## config.mk

```make
export PLATFORM = sky130hd
export DESIGN_NAME = prio_arbiter8
export DESIGN_NICKNAME = d
export VERILOG_FILES = /design/src/rtl/prio_arbiter8_pkg.sv /design/src/rtl/prio_arbiter8_enc.sv /design/src/rtl/prio_arbiter8.sv
export SDC_FILE = /design/constraint.sdc
export NUM_CORES = 1
export LEC_CHECK = 0
export CAP_MARGIN = 25
export CORE_MARGIN = 1
export CORE_UTILIZATION = 40
export DETAILED_ROUTE_END_ITERATION = 8
export PLACE_DENSITY = 0.72
export SETUP_SLACK_MARGIN = 0.3
export SYNTH_ARGS = -nofsm -noshare
export SYNTH_HDL_FRONTEND = slang
export SYNTH_HIERARCHICAL = 1
export SYNTH_SLANG_ARGS = --single-unit
```

## constraint.sdc

```tcl
create_clock -name clk -period 5.12 [get_ports clk]
set_clock_uncertainty 0.2 [all_clocks]
set_input_delay 1.024 -clock clk [delete_from_list [all_inputs] [get_ports clk]]
set_output_delay 1.024 -clock clk [all_outputs]
set_load 0.01 [all_outputs]
```

## src/rtl/prio_arbiter8_pkg.sv

```systemverilog
// -----------------------------------------------------------------------------
// prio_arb_pkg
// Shared definitions for the 8-requester arbiter:
//   NREQ            - number of requesters (8)
//   ID_W            - width of a requester index (3)
//   arb_state_t     - arbiter FSM states (IDLE, GRANT)
//   onehot_from_id  - converts a requester index into a one-hot vector
// -----------------------------------------------------------------------------
package prio_arb_pkg;

    localparam int NREQ = 8;
    localparam int ID_W = 3;

    typedef enum logic [0:0] {
        IDLE  = 1'b0,
        GRANT = 1'b1
    } arb_state_t;

    function automatic logic [NREQ-1:0] onehot_from_id(input logic [ID_W-1:0] id);
        logic [NREQ-1:0] one_s;
        one_s = 8'b0000_0001;
        return one_s << id;
    endfunction

endpackage

```

## src/rtl/prio_arbiter8_enc.sv

```systemverilog
// -----------------------------------------------------------------------------
// prio_enc8
// Combinational 8:3 highest-set-bit encoder.
// Ports:
//   req [7:0] in  - request vector, bit 7 has highest priority
//   idx [2:0] out - index of the highest set bit (0 when none set)
//   any       out - high when at least one bit of req is set
// -----------------------------------------------------------------------------
module prio_enc8 (
    input  logic [7:0] req,
    output logic [2:0] idx,
    output logic       any
);

    // Highest set bit wins; casez gives an explicit priority order.
    always_comb begin
        idx = 3'd0;
        any = 1'b1;
        casez (req)
            8'b1???_????: idx = 3'd7;
            8'b01??_????: idx = 3'd6;
            8'b001?_????: idx = 3'd5;
            8'b0001_????: idx = 3'd4;
            8'b0000_1???: idx = 3'd3;
            8'b0000_01??: idx = 3'd2;
            8'b0000_001?: idx = 3'd1;
            8'b0000_0001: idx = 3'd0;
            default: begin
                idx = 3'd0;
                any = 1'b0;
            end
        endcase
    end

endmodule

```

## src/rtl/prio_arbiter8.sv

```systemverilog
// -----------------------------------------------------------------------------
// prio_arbiter8
// Sequential 8-requester arbiter. Grants one requester at a time and holds
// the grant until the owner drops its request or MAX_HOLD cycles elapse,
// then re-arbitrates at the same edge (no bubble). The current owner is
// masked out of the arbitration that follows its release.
// Parameters:
//   MAX_HOLD      - max consecutive cycles of one grant (2..255)
// Ports:
//   clk           in   - clock, rising edge
//   rst           in   - asynchronous active-high reset
//   req     [7:0] in   - level requests, bit 7 highest fixed priority
//   gnt     [7:0] out  - one-hot grant (registered)
//   gnt_id  [2:0] out  - index of granted requester, valid with gnt_vld
//   gnt_vld       out  - a grant is active
//   timeout       out  - one-cycle pulse after a forced (MAX_HOLD) release
// Configuration:
//   PRIO_ARB_ROUND_ROBIN_EN - when defined, search starts below the last
//   granted index (ptr) and wraps, with ptr itself last. Undefined gives
//   pure fixed priority with no pointer register.
// -----------------------------------------------------------------------------
module prio_arbiter8
    import prio_arb_pkg::*;
#(
    parameter int MAX_HOLD = 16
) (
    input  logic       clk,
    input  logic       rst,
    input  logic [7:0] req,
    output logic [7:0] gnt,
    output logic [2:0] gnt_id,
    output logic       gnt_vld,
    output logic       timeout
);

    localparam logic [7:0] HOLD_LAST = 8'(MAX_HOLD - 1);

    arb_state_t      state_r, state_s;
    logic [7:0]      hold_cnt_r, hold_cnt_s;
    logic [NREQ-1:0] gnt_r, gnt_s;
    logic [ID_W-1:0] gnt_id_r, gnt_id_s;
    logic            gnt_vld_r, gnt_vld_s;
    logic            timeout_r, timeout_s;

    logic            owner_req_s;
    logic            hold_expired_s;
    logic [NREQ-1:0] cand_s;
    logic [NREQ-1:0] enc_in_s;
    logic [ID_W-1:0] enc_idx_s;
    logic            enc_any_s;
    logic [ID_W-1:0] win_id_s;

    // Owner status and the candidate set; the owner is excluded while granted.
    always_comb begin
        owner_req_s    = req[gnt_id_r];
        hold_expired_s = (hold_cnt_r == HOLD_LAST);
        if (state_r == GRANT) begin
            cand_s = req & ~onehot_from_id(gnt_id_r);
        end else begin
            cand_s = req;
        end
    end

`ifdef PRIO_ARB_ROUND_ROBIN_EN
    logic [ID_W-1:0]   ptr_r, ptr_s;
    logic [2*NREQ-1:0] cand_dbl_s;

    // Rotate so that bit 7 of the encoder input is requester ptr-1 and bit 0
    // is ptr itself; adding ptr back (mod 8) un-rotates the winning index.
    always_comb begin
        cand_dbl_s = {cand_s, cand_s} >> ptr_r;
        enc_in_s   = cand_dbl_s[NREQ-1:0];
        win_id_s   = enc_idx_s + ptr_r;
    end

    // Pointer follows every new grant.
    always_ff @(posedge clk or posedge rst) begin
        if (rst) begin
            ptr_r <= 3'd0;
        end else begin
            ptr_r <= ptr_s;
        end
    end
`else
    // Fixed priority: encoder sees the candidates directly.
    always_comb begin
        enc_in_s = cand_s;
        win_id_s = enc_idx_s;
    end
`endif

    prio_enc8 u_enc (
        .req (enc_in_s),
        .idx (enc_idx_s),
        .any (enc_any_s)
    );

    // State register together with all registered outputs.
    always_ff @(posedge clk or posedge rst) begin
        if (rst) begin
            state_r    <= IDLE;
            hold_cnt_r <= 8'd0;
            gnt_r      <= 8'h00;
            gnt_id_r   <= 3'd0;
            gnt_vld_r  <= 1'b0;
            timeout_r  <= 1'b0;
        end else begin
            state_r    <= state_s;
            hold_cnt_r <= hold_cnt_s;
            gnt_r      <= gnt_s;
            gnt_id_r   <= gnt_id_s;
            gnt_vld_r  <= gnt_vld_s;
            timeout_r  <= timeout_s;
        end
    end

    // Next-state logic: new grant, hold, release with back-to-back hand-over.
    always_comb begin
        state_s    = state_r;
        hold_cnt_s = hold_cnt_r;
        gnt_s      = gnt_r;
        gnt_id_s   = gnt_id_r;
        gnt_vld_s  = gnt_vld_r;
        timeout_s  = 1'b0;
`ifdef PRIO_ARB_ROUND_ROBIN_EN
        ptr_s      = ptr_r;
`endif
        case (state_r)
            IDLE: begin
                if (enc_any_s) begin
                    state_s    = GRANT;
                    hold_cnt_s = 8'd0;
                    gnt_s      = onehot_from_id(win_id_s);
                    gnt_id_s   = win_id_s;
                    gnt_vld_s  = 1'b1;
`ifdef PRIO_ARB_ROUND_ROBIN_EN
                    ptr_s      = win_id_s;
`endif
                end else begin
                    state_s = IDLE;
                end
            end
            GRANT: begin
                if (!owner_req_s || hold_expired_s) begin
                    // Forced only if the owner still wants the resource.
                    timeout_s = owner_req_s;
                    if (enc_any_s) begin
                        state_s    = GRANT;
                        hold_cnt_s = 8'd0;
                        gnt_s      = onehot_from_id(win_id_s);
                        gnt_id_s   = win_id_s;
                        gnt_vld_s  = 1'b1;
`ifdef PRIO_ARB_ROUND_ROBIN_EN
                        ptr_s      = win_id_s;
`endif
                    end else begin
                        state_s    = IDLE;
                        hold_cnt_s = 8'd0;
                        gnt_s      = 8'h00;
                        gnt_id_s   = 3'd0;
                        gnt_vld_s  = 1'b0;
                    end
                end else begin
                    hold_cnt_s = hold_cnt_r + 8'd1;
                end
            end
            default: begin
                state_s    = IDLE;
                hold_cnt_s = 8'd0;
                gnt_s      = 8'h00;
                gnt_id_s   = 3'd0;
                gnt_vld_s  = 1'b0;
            end
        endcase
    end

    // Outputs come straight from registers; no path from req.
    always_comb begin
        gnt     = gnt_r;
        gnt_id  = gnt_id_r;
        gnt_vld = gnt_vld_r;
        timeout = timeout_r;
    end

endmodule

```

==> qor.yml <==
finalSetupViolations: 0
routed_via_density: 5.96
gr-total-overflow: 0
grt.total_usage_pct: 19.2
diodes: 0
async_flop_share_pct: 100
portBuffers: 22
regToRegStartpoint: "gnt_id[1]$_DFFE_PP0P_"
finalHoldViolCount: 0
cp_max_fo: 11
setup-tns-final_ns: 0
worst-path-buf-inv: 1
ys_ff_latch: 22
die-area_um2: 3350
power_mw: 0.800
crit_arrival_ns: 3.28
crit_type: "primary input to flip-flop"
yosys_warnings: 6
post-synth-top-area-cell: "dfrtp_1"
fp.dieH_um: 57.8
wl_per_cell_um: 15.7
drv_cap: 0
synth_edf_count: 0
slowest_delay_ns: 0.55
cts_htree_levels: 1
antenna_found_initial: 0
gp_congestion: 0.790
critical_path.endpoint: "gnt_id[0]$_DFFE_PP0P_"
drv_slew: 0
synth_ff_type: "dfrtp_1"
ctsResizeCount: 0
cp.required_ns: 5.18
synth_area_leaders: "dfrtp_1 (44%), a32o_1 (7.2%), o31a_1 (4.2%)"
nets: 159
syn_area_um2: 1250
hpwl_um: 2050
wl_um: 2800
clkTransAtPathRegs_ns: 0.13
crit_cells: 7
die_w_um: 57.8
via_count: 1060
post-place-ws_ns: 1.66
finalWorstSetupSlack_ns: 1.90
syn_to_final_growth_pct: 22.3
syn_inst: 127
syn_area_per_cell_um2: 9.82
drive_gt1_share_pct: 7.48
status: "complete, no violations"
cts_root_buf: "clkbuf_4"
yosysSeqAreaShare_pct: 44.1
final.min_clock_period_ns: 3.22
ant_nets: 0
initial_core_util_pct: 43.7
post_cts_buffers: 0
period_share_pct: 62.9
path_cells: "clkdlybuf4s50_1 -> o21a_1 -> nor2_1 -> nand4_1 -> nor2_1 -> a31o_1 -> a22o_1"
hp-class: "flip-flop to flip-flop"
synth_fp_nets: 138
clock_sinks: 22
synth_common_cells: "dfrtp_1 (22), nand2_1 (13), nor2_1 (10)"
drt_iter0_markers: 27
ys_types: 38
first_pass_iters: 4
yosysMostFrequentCell: "dfrtp_1"
io_pins: 23
cp_slowest_cell: "nor2_1"
r2r_end: "gnt_id[0]$_DFFE_PP0P_"
clk_latency_ns: 0.31
cts.path.max_buffers: 2
rows: 19
cts-buffers-inserted: 3
slew_headroom_pct: 45.0
r2r_cells: 7
crit_start: "req[7]"
holdBufCountCts: 0
rsz0062_at_grt: "false"
crit_family: "simple AND/OR/NAND/NOR gates"
path_common_cell: "nor2_1"
max_freq_mhz: 311
cp-start-kind: "primary input"
route.detailed.drc: 0
grt_pass1_vias: 1082
fp.coreArea_um2: 2850
grt_start_max_net_pins: 23
worstSetupEndpointType: "flip-flop"
grt_first_pass_wirelength_um: 5010
cts_tree: "yes"
worstMarginPinSlew_ns: 0.824
r2r_setup_slack_ns: 2.11
p_leak_nw: 0.618
yosysTopAreaCellShare_pct: 44.1
p_per_area_nw_per_um2: 525
ir_drop_mv: 0.290
## area by class of cell
type	count	area, um2
Multi-Input combinational cell	92	637
Timing Repair Buffer	22	220
Inverter	7	26.3
Clock inverter	1	30.0
Tap cell	31	38.8
Clock buffer	3	22.5
Sequential cell	22	551
Fill cell	274	1330
## worst reg2reg max path, cell delays in order (launching register included)
cell     delay, ns
dfrtp_1       0.65
inv_1         0.11
o31a_1        0.32
nor2_1        0.20
nand4_1       0.31
nor2_1        0.55
a31o_1        0.41
a22o_1        0.20
## registers in the layout, summed over array words and instances (netlist names)
name and cells:
timeout 1, hold_cnt_r 8, gnt_id 3, state_r 1, gnt 8, gnt_vld 1
## metrics by stage
step	utilization (%)	hold slack, ns	area, um2	cells
2_1_floorplan	-	0.268	1250	127
3_3_place_gp	51.6	0.282	1470	174
3_5_place_dp	51.6	0.281	1470	174
4_1_cts	53.5	0.310	1530	178
5_1_grt	53.5	0.331	1530	178
6_report	53.5	0.306	1530	178
## layout by cell type, fill, tap and decap left out, types with 2 or more instances in the layout
cell type	n
nand2_1	13
dfrtp_1	22
clkbuf_4	3
nand3_1	3
nor2_1	10
nand4_1	2
a21oi_1	3
nand2b_1	5
a32o_1	9
a22o_1	2
inv_1	6
o21a_1	2
or3b_1	2
a2111oi_1	2
xnor2_1	3
o31a_1	6
o31ai_1	2
o21ai_0	5
clkdlybuf4s50_1	22
and3_1	3
nor2b_1	5
## where the power goes
part / internal (mW) / switching, mW / leakage [nW]
Combinational: 0.184 / 0.208 / 0.307
Sequential: 0.217 / 0.0566 / 0.283
Clock: 0.0791 / 0.0553 / 0.0279
## worst min path at each step
stage / slack [ns] / startpoint / endpoint / depth (start not counted)
after floorplan: 0.27 / hold_cnt_r[1]$_DFFE_PP0P_ / hold_cnt_r[1]$_DFFE_PP0P_ / 2
after global placement: 0.28 / gnt[0]$_DFFE_PP0P_ / gnt[0]$_DFFE_PP0P_ / 1
after detailed placement: 0.28 / gnt[0]$_DFFE_PP0P_ / gnt[0]$_DFFE_PP0P_ / 1
after CTS: 0.31 / gnt[0]$_DFFE_PP0P_ / gnt[0]$_DFFE_PP0P_ / 1
after global routing: 0.33 / gnt[6]$_DFFE_PP0P_ / gnt[6]$_DFFE_PP0P_ / 1
final: 0.31 / gnt[0]$_DFFE_PP0P_ / gnt[0]$_DFFE_PP0P_ / 1
## kinds of logic (layout without fill, tap and decap cells)
kind of cell | after synthesis | in the layout | share of synthesized area (%)
XOR/XNOR | 3 | 3 | 2.11
multiplexers | 2 | 2 | 2.11
adder cells (fa/ha/maj) | 1 | 1 | 1.00
AND/OR/NAND/NOR | 50 | 50 | 22.4
AO/OA/AOI/OAI | 36 | 36 | 23.5
flip-flops | 22 | 22 | 44.1
buffers and inverters | 13 | 33 | 4.81
## per-layer routing
layer	wire (um)	vias to the layer above	GRT usage (%)
met5	0	-	0
met4	6	0	2.72
met3	116	2	5.58
met2	1380	23	31.5
met1	1290	524	25.8
li1	-	511	-
No activity file was read; power rests on OpenSTA's default activity.
